File: config.mk
export PLATFORM = sky130hd
export DESIGN_NAME = sysace_rd_sched_flat
export DESIGN_NICKNAME = d
export VERILOG_FILES = /design/src/rtl/sysace_pkg.sv /design/src/rtl/sysace_rd_sched_if.sv /design/src/rtl/rr_arb2.sv /design/src/rtl/sysace_rd_sched.sv /design/src/flat_wrapper.sv
export SDC_FILE = /design/constraint.sdc
export NUM_CORES = 1
export LEC_CHECK = 0
export CORE_ASPECT_RATIO = 0.9
export CORE_UTILIZATION = 35
export DETAILED_ROUTE_END_ITERATION = 12
export HOLD_SLACK_MARGIN = 0.06
export PLACE_DENSITY = 0.66
export RECOVER_POWER = 50
export SETUP_SLACK_MARGIN = 0.05
export SKIP_LAST_GASP = 1
export SLEW_MARGIN = 30
export SYNTH_ARGS = -nofsm -noshare
export SYNTH_HDL_FRONTEND = slang
export SYNTH_SLANG_ARGS = --single-unit
File: constraint.sdc
create_clock -name CLK -period 10.83 [get_ports CLK]
set_input_delay 2.7075 -clock CLK [delete_from_list [all_inputs] [get_ports CLK]]
set_output_delay 2.7075 -clock CLK [all_outputs]
set_load 0.02 [all_outputs]
File: src/rtl/sysace_pkg.sv
// Shared types and constants for the SystemACE read scheduler.
// Holds the FSM encoding, LBA width default and the nsectors encoder.
package sysace_pkg;

   localparam int LBA_W_DEF       = 28;
   localparam int SECTOR_WORDS128 = 32;

   typedef enum logic [2:0] {
      ST_IDLE,
      ST_START,
      ST_WAIT_HI,
      ST_WAIT_LO,
      ST_UPDATE
   } state_t;

   // Engine takes an 8-bit count where 0 means 256 sectors.
   function automatic logic [7:0] nsec_enc(input logic [8:0] chunk);
      return (chunk == 9'd256) ? 8'd0 : chunk[7:0];
   endfunction

endpackage

File: src/rtl/sysace_rd_sched_if.sv
// Bundle between the scheduler, its two requesters and the MPU read engine.
// master: scheduler side; slave: requesters, engine and downstream FIFO.
interface sysace_rd_sched_if #(
   parameter int LBA_W = 28
);
   logic [1:0]         req;
   logic [2*LBA_W-1:0] req_lba;
   logic [31:0]        req_cnt;
   logic [1:0]         ack;
   logic [1:0]         done;
   logic [LBA_W-1:0]   mpulba;
   logic [7:0]         nsectors;
   logic               sysace_start;
   logic               sysace_busy;
   logic               fifo_prog_full;
   logic               owner;
   logic               owner_valid;
   logic               busy;

   modport master (
      input  req, req_lba, req_cnt, sysace_busy, fifo_prog_full,
      output ack, done, mpulba, nsectors, sysace_start,
      output owner, owner_valid, busy
   );

   modport slave (
      output req, req_lba, req_cnt, sysace_busy, fifo_prog_full,
      input  ack, done, mpulba, nsectors, sysace_start,
      input  owner, owner_valid, busy
   );

endinterface

File: src/rtl/rr_arb2.sv
// Two-way round-robin picker: with both pending, grants the one not served last.
// i_pending/i_last/i_en in; o_gnt_valid/o_gnt_id out (combinational).
module rr_arb2 (
   input  logic [1:0] i_pending,
   input  logic       i_last,
   input  logic       i_en,
   output logic       o_gnt_valid,
   output logic       o_gnt_id
);

   always_comb begin
      o_gnt_valid = i_en && (|i_pending);
      o_gnt_id    = 1'b0;
      if (i_pending == 2'b11) begin
         o_gnt_id = ~i_last;
      end else begin
         o_gnt_id = i_pending[1];
      end
   end

endmodule

File: src/rtl/sysace_rd_sched.sv
// Splits two requesters' sector-read jobs into chunks and issues them to the engine.
// CLK/RST plain; bus (master) carries req/ack/done, engine command and FIFO status.
module sysace_rd_sched
   import sysace_pkg::*;
#(
   parameter int CHUNK_SECTORS = 8,
   parameter int LBA_W         = LBA_W_DEF
) (
   input  logic CLK,
   input  logic RST,
   sysace_rd_sched_if.master bus
);

   localparam logic [15:0] CHUNK_16 = 16'(CHUNK_SECTORS);
   localparam logic [8:0]  CHUNK_9  = 9'(CHUNK_SECTORS);

   state_t           r_state;
   state_t           w_next;
   logic [LBA_W-1:0] r_lba [2];
   logic [15:0]      r_rem [2];
   logic [1:0]       r_ack;
   logic [1:0]       r_done;
   logic             r_owner;
   logic             r_last;
   logic [LBA_W-1:0] r_mpulba;
   logic [8:0]       r_chunk;

   logic [1:0]  w_pending;
   logic [1:0]  w_empty;
   logic [1:0]  w_cap;
   logic        w_ov;
   logic        w_gnt_valid;
   logic        w_gnt_id;
   logic [15:0] w_rem_sel;
   logic [8:0]  w_chunk;
   logic [15:0] w_rem_after;

   assign w_ov         = (r_state != ST_IDLE);
   assign w_pending[0] = (r_rem[0] != 16'd0);
   assign w_pending[1] = (r_rem[1] != 16'd0);

   // r_ack keeps a zero-count job busy until its done cycle.
   assign w_empty[0] = !w_pending[0] && !(w_ov && !r_owner) && !r_ack[0];
   assign w_empty[1] = !w_pending[1] && !(w_ov && r_owner) && !r_ack[1];
   assign w_cap      = bus.req & w_empty;

   assign w_rem_sel   = r_rem[w_gnt_id];
   assign w_chunk     = (w_rem_sel > CHUNK_16) ? CHUNK_9 : w_rem_sel[8:0];
   assign w_rem_after = r_rem[r_owner] - {7'd0, r_chunk};

   rr_arb2 u_arb (
      .i_pending   (w_pending),
      .i_last      (r_last),
      .i_en        (r_state == ST_IDLE && !bus.fifo_prog_full),
      .o_gnt_valid (w_gnt_valid),
      .o_gnt_id    (w_gnt_id)
   );

   always_ff @(posedge CLK) begin
      if (RST) begin
         r_state <= ST_IDLE;
      end else begin
         r_state <= w_next;
      end
   end

   always_comb begin
      w_next = r_state;
      unique case (r_state)
         ST_IDLE:    if (w_gnt_valid) w_next = ST_START;
         ST_START:   w_next = ST_WAIT_HI;
         ST_WAIT_HI: if (bus.sysace_busy) w_next = ST_WAIT_LO;
         ST_WAIT_LO: if (!bus.sysace_busy) w_next = ST_UPDATE;
         ST_UPDATE:  w_next = ST_IDLE;
         default:    w_next = ST_IDLE;
      endcase
   end

   always_ff @(posedge CLK) begin
      if (RST) begin
         r_lba[0] <= '0;
         r_lba[1] <= '0;
         r_rem[0] <= '0;
         r_rem[1] <= '0;
         r_ack    <= '0;
         r_done   <= '0;
         r_owner  <= 1'b0;
         r_last   <= 1'b1;
         r_mpulba <= '0;
         r_chunk  <= '0;
      end else begin
         r_ack  <= w_cap;
         // A job captured with cnt=0 completes right after its ack.
         r_done <= r_ack & {!w_pending[1], !w_pending[0]};
         for (int i = 0; i < 2; i++) begin
            if (w_cap[i]) begin
               r_lba[i] <= bus.req_lba[i*LBA_W +: LBA_W];
               r_rem[i] <= bus.req_cnt[i*16 +: 16];
            end
         end
         if (r_state == ST_IDLE && w_gnt_valid) begin
            r_owner  <= w_gnt_id;
            r_mpulba <= r_lba[w_gnt_id];
            r_chunk  <= w_chunk;
         end
         if (r_state == ST_UPDATE) begin
            r_lba[r_owner] <= r_lba[r_owner] + LBA_W'(r_chunk);
            r_rem[r_owner] <= w_rem_after;
            r_last         <= r_owner;
            if (w_rem_after == 16'd0) begin
               r_done[r_owner] <= 1'b1;
            end
         end
      end
   end

   assign bus.ack          = r_ack;
   assign bus.done         = r_done;
   assign bus.mpulba       = r_mpulba;
   assign bus.nsectors     = nsec_enc(r_chunk);
   assign bus.sysace_start = (r_state == ST_START);
   assign bus.owner        = r_owner;
   assign bus.owner_valid  = w_ov;
   assign bus.busy         = (|w_pending) || w_ov;

endmodule

File: src/flat_wrapper.sv
// flat-port wrapper written by rule: the top's interface ports become plain ports
module sysace_rd_sched_flat import sysace_pkg::*;
#(
   parameter int CHUNK_SECTORS = 8,
   parameter int LBA_W         = LBA_W_DEF
)
  (CLK, RST, bus_req, bus_req_lba, bus_req_cnt, bus_sysace_busy, bus_fifo_prog_full, bus_ack, bus_done, bus_mpulba, bus_nsectors, bus_sysace_start, bus_owner, bus_owner_valid, bus_busy);
  sysace_rd_sched_if #(.LBA_W(LBA_W)) bus_i ();
  input  logic CLK;
  input  logic RST;
  input wire logic [$bits(bus_i.req)-1:0] bus_req;
  input wire logic [$bits(bus_i.req_lba)-1:0] bus_req_lba;
  input wire logic [$bits(bus_i.req_cnt)-1:0] bus_req_cnt;
  input wire logic [$bits(bus_i.sysace_busy)-1:0] bus_sysace_busy;
  input wire logic [$bits(bus_i.fifo_prog_full)-1:0] bus_fifo_prog_full;
  output wire logic [$bits(bus_i.ack)-1:0] bus_ack;
  output wire logic [$bits(bus_i.done)-1:0] bus_done;
  output wire logic [$bits(bus_i.mpulba)-1:0] bus_mpulba;
  output wire logic [$bits(bus_i.nsectors)-1:0] bus_nsectors;
  output wire logic [$bits(bus_i.sysace_start)-1:0] bus_sysace_start;
  output wire logic [$bits(bus_i.owner)-1:0] bus_owner;
  output wire logic [$bits(bus_i.owner_valid)-1:0] bus_owner_valid;
  output wire logic [$bits(bus_i.busy)-1:0] bus_busy;
  assign bus_i.req = bus_req;
  assign bus_i.req_lba = bus_req_lba;
  assign bus_i.req_cnt = bus_req_cnt;
  assign bus_i.sysace_busy = bus_sysace_busy;
  assign bus_i.fifo_prog_full = bus_fifo_prog_full;
  assign bus_ack = bus_i.ack;
  assign bus_done = bus_i.done;
  assign bus_mpulba = bus_i.mpulba;
  assign bus_nsectors = bus_i.nsectors;
  assign bus_sysace_start = bus_i.sysace_start;
  assign bus_owner = bus_i.owner;
  assign bus_owner_valid = bus_i.owner_valid;
  assign bus_busy = bus_i.busy;
  sysace_rd_sched #(.CHUNK_SECTORS(CHUNK_SECTORS), .LBA_W(LBA_W)) u_core (.CLK(CLK), .RST(RST), .bus(bus_i));
endmodule
==> impl_metrics.env <==
export IMPL_port_buffers=137
export IMPL_die_w_um=161.1
export IMPL_routabilityCongestion=0.8760
export IMPL_cts_buffer_depth=2
export IMPL_ant_nets=0
export IMPL_leakage_nw=3.707
export IMPL_fin_crit_ns=6.889
export IMPL_die_area_sq_um=23390
export IMPL_finish_net_count=1004
export IMPL_ios=138
export IMPL_drtIter0Drc=522
export IMPL_clk_latency_ns=0.43
export IMPL_core_area_sq_um=22450
export IMPL_fmax_ghz=0.1452
export IMPL_total_power_mw=1.327
export IMPL_hp_start="u_core.bus.ack[1]$_SDFF_PP0_"
export IMPL_synth_area_sq_um=7975
export IMPL_status="finished, violations left"
export IMPL_ctsHoldBuffers=0
export IMPL_die_h_um=145.2
export IMPL_async_reset_ff_share_pct=0
export IMPL_startpoint_type="input pin"
export IMPL_grt_pass1_wl_um=34760
export IMPL_path_clk_slew_ns=0.06
export IMPL_cts_buffers=17
export IMPL_register_area_sq_um=3585
export IMPL_max_vdd_ir_drop_v=0.00007696
export IMPL_whs_ns=0.4940
export IMPL_htreeDepth=4
export IMPL_grt_max_degree=69
export IMPL_synthDistinctLibCells=69
export IMPL_multi_input_area_sq_um=4000
export IMPL_ys_ff_latch=135
export IMPL_netlist_instances=777
export IMPL_p_per_area_nw_per_um2=132.2
export IMPL_drv_cap=3
export IMPL_start_util_pct=35.53
export IMPL_failed_checks="max-capacitance violations, max-slew violations"
export IMPL_finalHoldViolCount=0
export IMPL_slew_viol_final=141
export IMPL_period_share_pct=63.61
export IMPL_tightestPinTransition_ns=2.945
export IMPL_cts_sinks=135
export IMPL_relSlewSlack_pct=-96.34
export IMPL_viasPerCell=5.459
export IMPL_grt_overflow_total=0
export IMPL_hp_class="flip-flop to flip-flop"
export IMPL_path_class="input pin to flip-flop"
export IMPL_cts_tree="built"
export IMPL_fillCellCount=2135
export IMPL_rows=52
export IMPL_grtUsageTotal_pct=19.44
export IMPL_synth_ff_type="edfxtp_1"
export IMPL_dpl_cell_area_sq_um=9497
export IMPL_finish_instance_area_sq_um=10030
export IMPL_cp_startpoint="RST"
export IMPL_wl_per_cell_um=18.61
export IMPL_synth_avg_cell_area_sq_um=10.26
export IMPL_end_kind="flip-flop"
export IMPL_cp_required_ns=10.80
export IMPL_area_growth_pct=25.81
export IMPL_drt_pass1_iter_count=5
export IMPL_finClkSkew_ns=0.01332
export IMPL_cp_max_fo=50
export IMPL_drive_above_1_share_pct=9.263
export IMPL_diodes=0
export IMPL_post_cts_buffers=0
export IMPL_antenna_found_initial=0
export IMPL_ys_seq_area_share_pct=44.93
export IMPL_crit_arrival_ns=6.86
export IMPL_yosys_warnings=0
export IMPL_dp_hpwl_um=15690
export IMPL_route_vias_total=6513
export IMPL_ctsResizeCount=0
export IMPL_reg2reg_from="u_core.r_rem[1][4]$_DFFE_PP_"
export IMPL_syn_nets=897
export IMPL_setup_tns_ns=0
export IMPL_setup_viol=0
export IMPL_rsz0062_at_grt="no"
export IMPL_grt_pass1_vias=6260
export IMPL_cts_root_buf="clkbuf_16"
export IMPL_drc_errors=0
export IMPL_wl_um=22210
export IMPL_synth_edff_count=88
==> final cells by class <==
class / count / area share (%)
inverter: 17 / 0.6360
clock buffer: 29 / 5.400
clock inverter: 2 / 0.3492
tap: 297 / 3.704
timing repair buffer: 148 / 14.32
sequential: 135 / 35.73
multi-input combinational: 565 / 39.87
==> placed cells by master, fill, tap and decap left out, types with 4 or more instances in the layout <==
cell type | synthesis | final
clkdlybuf4s50_1 | 0 | 96
edfxtp_1 | 88 | 88
nand3_1 | 71 | 71
mux2i_1 | 54 | 54
nor2_1 | 54 | 54
dfxtp_1 | 47 | 46
o21ai_0 | 46 | 45
dlygate4sd3_1 | 0 | 40
nand2_1 | 34 | 34
a211oi_1 | 28 | 29
xnor2_1 | 25 | 25
ha_1 | 24 | 24
mux2_2 | 22 | 22
a22o_1 | 20 | 20
nor3_1 | 20 | 18
o21ai_1 | 18 | 18
clkbuf_16 | 0 | 18
inv_1 | 17 | 17
a21oi_1 | 15 | 15
xor2_1 | 13 | 13
nand4_1 | 10 | 10
clkbuf_1 | 34 | 10
nand2b_1 | 9 | 8
buf_4 | 3 | 8
nor4_2 | 6 | 6
a21o_1 | 6 | 6
and3_1 | 6 | 6
a31oi_1 | 6 | 6
nor4_1 | 5 | 5
clkbuf_8 | 0 | 5
nand3b_1 | 4 | 4
or4_1 | 4 | 4
a221o_1 | 4 | 4
==> synthesized netlist by cell type (all sizes together), types with 4 or more instances <==
cell type	instances	area (sq um)
a21oi	17	92.59
or4	5	41.29
mux2	22	247.7
xor2	13	113.9
clkbuf	34	127.6
nand3	73	375.4
a22o	20	175.2
a221o	4	40.04
nand4	10	62.56
nor2	55	214.0
nor4	11	106.4
o21ai	64	320.3
and3	6	37.54
edfxtp	88	2643
a31oi	6	37.54
inv	17	63.81
ha	24	300.3
buf	26	204.0
and2	4	27.52
nor3	21	110.1
a211oi	29	222.7
nand2	34	127.6
mux2i	54	540.5
nor4b	5	56.31
xnor2	25	219.0
dfxtp	47	940.9
a2111oi	5	68.82
nand2b	9	56.30
or3	5	31.28
nand3b	4	30.03
a21o	6	45.04
==> state kept, by name, indices dropped and copies added, names as in the netlist, named ones only <==
signal	cells
u_core.r_rem	32
u_core.bus.owner	1
u_core.r_lba	56
u_core.r_state	3
u_core.bus.mpulba	28
u_core.r_chunk	9
u_core.bus.done	2
u_core.bus.ack	2
u_core.r_last	1
==> metal layers <==
layer | wire, um | vias to the layer above | GRT usage [%]
met5 | 0 | - | 0
met4 | 446 | 0 | 7.453
met3 | 1518 | 24 | 3.888
met2 | 10040 | 233 | 29.44
met1 | 10210 | 3110 | 27.14
li1 | - | 3146 | -
==> worst max-delay path, stage by stage <==
cell,delay [ns]
clkbuf_1,1.65
a31oi_1,0.22
o21ai_4,0.14
clkbuf_1,2.10
==> power by group <==
group          switching (mW)  internal, mW
Clock                   0.210         0.359
Combinational          0.0911        0.0783
Sequential             0.0156         0.573
==> final timing paths <==
| kind | slack, ns | to | cells past startpoint |
|---|---|---|---|
| worst max-delay path | 3.94 | u_core.r_lba[0][19]$_DFFE_PP_ | 4 |
| worst min-delay path | 0.49 | u_core.bus.done[1]$_SDFF_PP0_ | 2 |
| worst max register to register | 6.34 | u_core.r_lba[1][19]$_DFFE_PP_ | 6 |
| worst min register to register | 0.49 | u_core.bus.done[1]$_SDFF_PP0_ | 2 |
==> cells by family after synthesis <==
group | synth area share, %
flops | 44.93
simple gates | 16.85
compound gates | 14.94
fa+ha+maj | 4.267
buf+inv | 4.958
xor+xnor | 4.173
mux | 9.884
==> metrics by stage <==
step	utilization [%]	std cells	setup slack [ns]
after global placement	42.31	1162	5.456
after CTS	44.88	1193	5.402
after global routing	44.70	1193	3.491
after floorplan	-	777	4.263
after detailed placement	42.31	1162	5.392
final	44.70	1193	3.941
(Power assumes the default switching activity.)
